===== config.mk =====
export PLATFORM = sky130hd
export DESIGN_NAME = mult8_seq_ctrl
export DESIGN_NICKNAME = d
export VERILOG_FILES = /design/src/rtl/mult_seq_pkg.sv /design/src/rtl/mult_half_core.sv /design/src/rtl/mult8_seq_ctrl.sv
export SDC_FILE = /design/constraint.sdc
export NUM_CORES = 1
export LEC_CHECK = 0
export ABC_AREA = 0
export ABC_CLOCK_PERIOD_IN_PS = 7400
export BUFFER_PORTS_ARGS = -buffer_cell sky130_fd_sc_hd__clkbuf_2
export CORE_ASPECT_RATIO = 1.2
export CORE_UTILIZATION = 35
export CTS_CLUSTER_DIAMETER = 150
export DETAILED_ROUTE_END_ITERATION = 8
export GPL_TIMING_DRIVEN = 0
export PLACE_DENSITY = 0.56
export SYNTH_ARGS = -nofsm -noshare
export SYNTH_HDL_FRONTEND = slang
export SYNTH_SLANG_ARGS = --single-unit
export TNS_END_PERCENT = 5

===== constraint.sdc =====
create_clock -name clk -period 7.4 [get_ports clk]
set_input_delay 1.48 -clock clk [delete_from_list [all_inputs] [get_ports clk]]
set_output_delay 1.48 -clock clk [all_outputs]
set_load 0.01 [all_outputs]

===== src/rtl/mult_seq_pkg.sv =====
// Shared definitions for the sequential nibble-serial multiplier: FSM states,
// default operand width and per-partial shift amounts.
package mult_seq_pkg;

  localparam int unsigned OP_W_DEFAULT = 8;

  typedef enum logic [2:0] {
    IDLE = 3'd0,
    LL   = 3'd1,
    LH   = 3'd2,
    HL   = 3'd3,
    HH   = 3'd4,
    DONE = 3'd5
  } state_t;

  // Left shift applied to each partial product, in units of HALF bits.
  localparam int unsigned SH_LL = 0;
  localparam int unsigned SH_LH = 1;
  localparam int unsigned SH_HL = 1;
  localparam int unsigned SH_HH = 2;

endpackage


===== src/rtl/mult_half_core.sv =====
// Combinational HALF x HALF unsigned multiplier; the one core shared by all
// four partial-product steps.
module mult_half_core #(
  parameter int unsigned HALF = 4
) (
  input  logic [HALF-1:0]   a,
  input  logic [HALF-1:0]   b,
  output logic [2*HALF-1:0] p
);

  assign p = {{HALF{1'b0}}, a} * {{HALF{1'b0}}, b};

endmodule


===== src/rtl/mult8_seq_ctrl.sv =====
// Sequential OP_W x OP_W unsigned multiplier: one HALF-width core walks the
// ll/lh/hl/hh partials into an accumulator. Optional macro
// MULT8_SEQ_ZERO_SKIP_EN sends a zero operand straight from IDLE to DONE.
module mult8_seq_ctrl
  import mult_seq_pkg::*;
#(
  parameter int unsigned OP_W = OP_W_DEFAULT
) (
  input  logic              clk,
  input  logic              rst,
  input  logic              in_valid,
  output logic              in_ready,
  input  logic [OP_W-1:0]   in_a,
  input  logic [OP_W-1:0]   in_b,
  output logic              out_valid,
  input  logic              out_ready,
  output logic [2*OP_W-1:0] out_p,
  output logic              busy,
  output state_t            dbg_state
);

  localparam int unsigned HALF = OP_W / 2;
  localparam int unsigned PW   = 2 * OP_W;

  // Handshakes: a transfer happens on a rising edge where valid and ready are
  // both high; ready never depends on valid, and a producer holding valid
  // keeps its data stable until the transfer.
  state_t          state_q, state_d;
  logic [OP_W-1:0] a_q, b_q;
  logic [PW-1:0]   acc_q, acc_d, out_q, term;
  logic [HALF-1:0] core_a, core_b;
  logic [OP_W-1:0] core_p;
  int unsigned     sh;
  logic            accept;

  assign accept = in_valid && (state_q == IDLE);

  always_comb begin
    core_a = a_q[HALF-1:0];
    core_b = b_q[HALF-1:0];
    sh     = SH_LL;
    case (state_q)
      LH: begin
        core_b = b_q[OP_W-1:HALF];
        sh     = SH_LH;
      end
      HL: begin
        core_a = a_q[OP_W-1:HALF];
        sh     = SH_HL;
      end
      HH: begin
        core_a = a_q[OP_W-1:HALF];
        core_b = b_q[OP_W-1:HALF];
        sh     = SH_HH;
      end
      default: ;
    endcase
  end

  mult_half_core #(.HALF(HALF)) u_core (
    .a (core_a),
    .b (core_b),
    .p (core_p)
  );

  assign term = {{OP_W{1'b0}}, core_p} << (sh * HALF);

  always_comb begin
    state_d = state_q;
    acc_d   = acc_q;
    case (state_q)
      IDLE: begin
        if (in_valid) begin
          acc_d   = '0;
`ifdef MULT8_SEQ_ZERO_SKIP_EN
          state_d = ((in_a == '0) || (in_b == '0)) ? DONE : LL;
`else
          state_d = LL;
`endif
        end
      end
      LL: begin
        acc_d   = acc_q + term;
        state_d = LH;
      end
      LH: begin
        acc_d   = acc_q + term;
        state_d = HL;
      end
      HL: begin
        acc_d   = acc_q + term;
        state_d = HH;
      end
      HH: begin
        acc_d   = acc_q + term;
        state_d = DONE;
      end
      DONE: begin
        if (out_ready) state_d = IDLE;
      end
      default: state_d = IDLE;
    endcase
  end

  always_ff @(posedge clk) begin
    if (rst) begin
      state_q <= IDLE;
      a_q     <= '0;
      b_q     <= '0;
      acc_q   <= '0;
      out_q   <= '0;
    end else begin
      state_q <= state_d;
      acc_q   <= acc_d;
      if (accept) begin
        a_q <= in_a;
        b_q <= in_b;
      end
      // The product register only loads on entry to DONE, so it holds the
      // last result while the next operation accumulates.
      if ((state_d == DONE) && (state_q != DONE)) out_q <= acc_d;
    end
  end

  assign in_ready  = (state_q == IDLE);
  assign out_valid = (state_q == DONE);
  assign busy      = (state_q != IDLE);
  assign out_p     = out_q;
  assign dbg_state = state_q;

endmodule

==> results.json <==
{
  "cp-start-kind": "flop",
  "p_per_area_nw_per_um2": 177,
  "rsz0062_at_grt": "no",
  "grt_max_degree": 17,
  "antenna_left": 0,
  "period_minus_slack_ns": 6.24,
  "status": "finished, final reports clean",
  "whs_path_depth": 2,
  "mostFrequentLayoutCells": "nor2_1 (60), nand2_1 (57), dfxtp_1 (51), clkbuf_2 (40), a21oi_1 (37)",
  "gr-total-overflow": 0,
  "drt-wirelength-per-cell_um": 14.2,
  "wl_mm": 8.17,
  "ios": 42,
  "placement.io_buffers": 40,
  "ys_seq_elements": 51,
  "r2r_cells": 25,
  "cp_max_fo": 10,
  "start_util": 0.363,
  "cts.repair.resized": 0,
  "first_pass_iters": 4,
  "p_total_w": 0.000666,
  "timing.fmax_mhz": 160,
  "ctsLongestPathBuffers": 2,
  "synth.avg_cell_area_um2": 8.13,
  "fin_tns_setup_ns": 0,
  "syn_inst": 406,
  "first_global_vias": 2778,
  "final_common_cell": "nor2_1",
  "hold-path-endpoint": "b_q[0]$_SDFFE_PP0P_",
  "ctsHoldBuffers": 0,
  "post_cts.repair.setup_buffers": 0,
  "dp_hpwl_mm": 6.24,
  "yosysWarnings": 0,
  "yosysSeqAreaShare": 0.309,
  "max_slew.worst_pin.slew_ns": 0.738,
  "finalCritPeriodShare": 0.843,
  "skew_ns": 0.00315,
  "syn_area_um2": 3300,
  "dr_wl_met2_mm": 3.87,
  "synthFlopType": "dfxtp_1",
  "r2r_end": "out_p[15]$_SDFFE_PP0P_",
  "place_ws_ns": 1.25,
  "wl_met1_mm": 3.78,
  "diodes": 0,
  "top_layer": "met4",
  "hold_viol": 0,
  "die-area_um2": 9820,
  "ys_types": 56,
  "cts_sinks": 51,
  "leakagePower_nw": 1.57,
  "slew_violations": 0,
  "viasPerCell": 5.16,
  "hold_class": "flop to flop",
  "multi_input_area_um2": 2120,
  "slew_headroom": 0.506,
  "rows": 38,
  "drive_above_1_share": 0.167,
  "ir_drop_v": 0.0000745,
  "via_count": 2964,
  "synth_nets": 458,
  "cts_root_buf": "clkbuf_8",
  "gp_congestion": 0.838,
  "areaGrowthSynthToFinish_pct": 14.3,
  "nets": 505,
  "cp-end-kind": "flop",
  "arrival_ns": 6.43,
  "drv_cap": 0,
  "synth_edf_count": 0,
  "setup_ws_ns": 1.16,
  "r2r_start": "dbg_state[2]$_SDFF_PP0_",
  "grt_pass1_wl_mm": 13.2,
  "drt_iter0_drc": 192,
  "worstHoldStart": "b_q[0]$_SDFFE_PP0P_",
  "cts_max_level": 2,
  "dieWidth_um": 90.7,
  "grt_antenna_before_repair": 0,
  "setup_viol": 0,
  "reg2reg_slack_ns": 1.16,
  "fillCellCount": 932,
  "crit_type": "flop to flop",
  "async_flop_share": 0,
  "grt.total_usage": 0.173,
  "route.detailed.drc": 0,
  "dr_wl_met3_um": 387,
  "die_y_um": 108,
  "crit_required_ns": 7.59,
  "worstSkewPairLatency_ns": 0.32,
  "cts_tree": "built",
  "core-area_um2": 9080,
  "regArea_um2": 1020,
  "finalHoldWorstSlack_ns": 0.460,
  "numCtsBuffers": 5,
  "clkTransAtPathRegs_ns": 0.10
}
routing by layer:
| metal | vias up | global-route usage |
|---|---|---|
| met3 | 9 | 0.0225 |
| met2 | 68 | 0.290 |
| met1 | 1380 | 0.228 |
| met4 | 0 | 0.0645 |
| met5 | - | 0 |
| li1 | 1507 | - |
sequential cells by signal, indices dropped and copies added (netlist names):
register,count
acc_q,16
out_p,16
a_q,8
b_q,8
dbg_state,3
per-stage QoR:
step | utilization | instance area [µm²] | std cells
final | 0.415 | 3770 | 574
after global routing | 0.415 | 3770 | 574
after CTS | 0.415 | 3770 | 574
after detailed placement | 0.402 | 3650 | 566
after global placement | 0.402 | 3650 | 566
after floorplan | - | 3300 | 406
cells in the mapped netlist, types with 8 or more instances:
cell type  instances  area, µm²
a211oi_1          14        105
a21oi_1           37        185
a22oi_1           12       90.1
clkbuf_1          14       52.6
dfxtp_1           51       1020
ha_1              27        338
inv_1             12       45.0
mux2i_1            9       90.1
nand2_1           57        214
nor2_1            60        225
o21ai_0            8       40.0
xnor2_1           15        131
layout make-up:
| class | count | share of cell area |
|---|---|---|
| Multi-Input combinational cell | 320 | 0.563 |
| Sequential cell | 51 | 0.271 |
| Timing Repair Buffer | 40 | 0.0531 |
| Tap cell | 120 | 0.0398 |
| Buffer | 23 | 0.0299 |
| Clock buffer | 6 | 0.0219 |
| Inverter | 12 | 0.0119 |
| Clock inverter | 2 | 0.0103 |
how the worst max path moves through the flow:
stage	from	endpoint	depth (start not counted)
2_1_floorplan	dbg_state[2]$_SDFF_PP0_	out_p[15]$_SDFFE_PP0P_	25
3_3_place_gp	dbg_state[2]$_SDFF_PP0_	out_p[15]$_SDFFE_PP0P_	25
3_5_place_dp	dbg_state[2]$_SDFF_PP0_	out_p[15]$_SDFFE_PP0P_	25
4_1_cts	dbg_state[2]$_SDFF_PP0_	out_p[15]$_SDFFE_PP0P_	25
5_1_grt	dbg_state[2]$_SDFF_PP0_	out_p[15]$_SDFFE_PP0P_	25
6_report	dbg_state[2]$_SDFF_PP0_	out_p[15]$_SDFFE_PP0P_	25
power breakdown:
| part | internal, W | total, W | switching [W] |
|---|---|---|---|
| Clock | 0.000112 | 0.000218 | 0.000107 |
| Combinational | 0.0000555 | 0.000151 | 0.0000959 |
| Sequential | 0.000289 | 0.000296 | 0.00000767 |
critical path, stage by stage (launching register included):
cell,delay (ns)
dfxtp_1,0.34
buf_2,0.18
nor2b_1,0.28
o21ba_2,0.20
clkbuf_1,0.28
mux2i_1,0.22
or2_2,0.35
fa_1,0.53
inv_1,0.06
fa_1,0.56
inv_1,0.07
fa_1,0.46
nor2b_1,0.13
o21ai_0,0.08
nand2_1,0.09
xor2_1,0.24
nand2_1,0.11
a21oi_1,0.22
ha_1,0.34
a21oi_1,0.15
o21ai_1,0.10
a221oi_2,0.38
a21boi_1,0.19
a31oi_1,0.25
xnor2_1,0.21
a211oi_2,0.11
kinds of logic (layout without fill, tap and decap cells):
family,Yosys count,in the layout,synth area share
buf+inv,35,83,0.0478
flops,51,51,0.309
mux,9,9,0.0273
fa+ha+maj,32,32,0.133
simple gates,153,153,0.207
xor+xnor,19,19,0.0504
compound gates,107,107,0.225
Note: power is estimated with default switching activity, not from simulation.
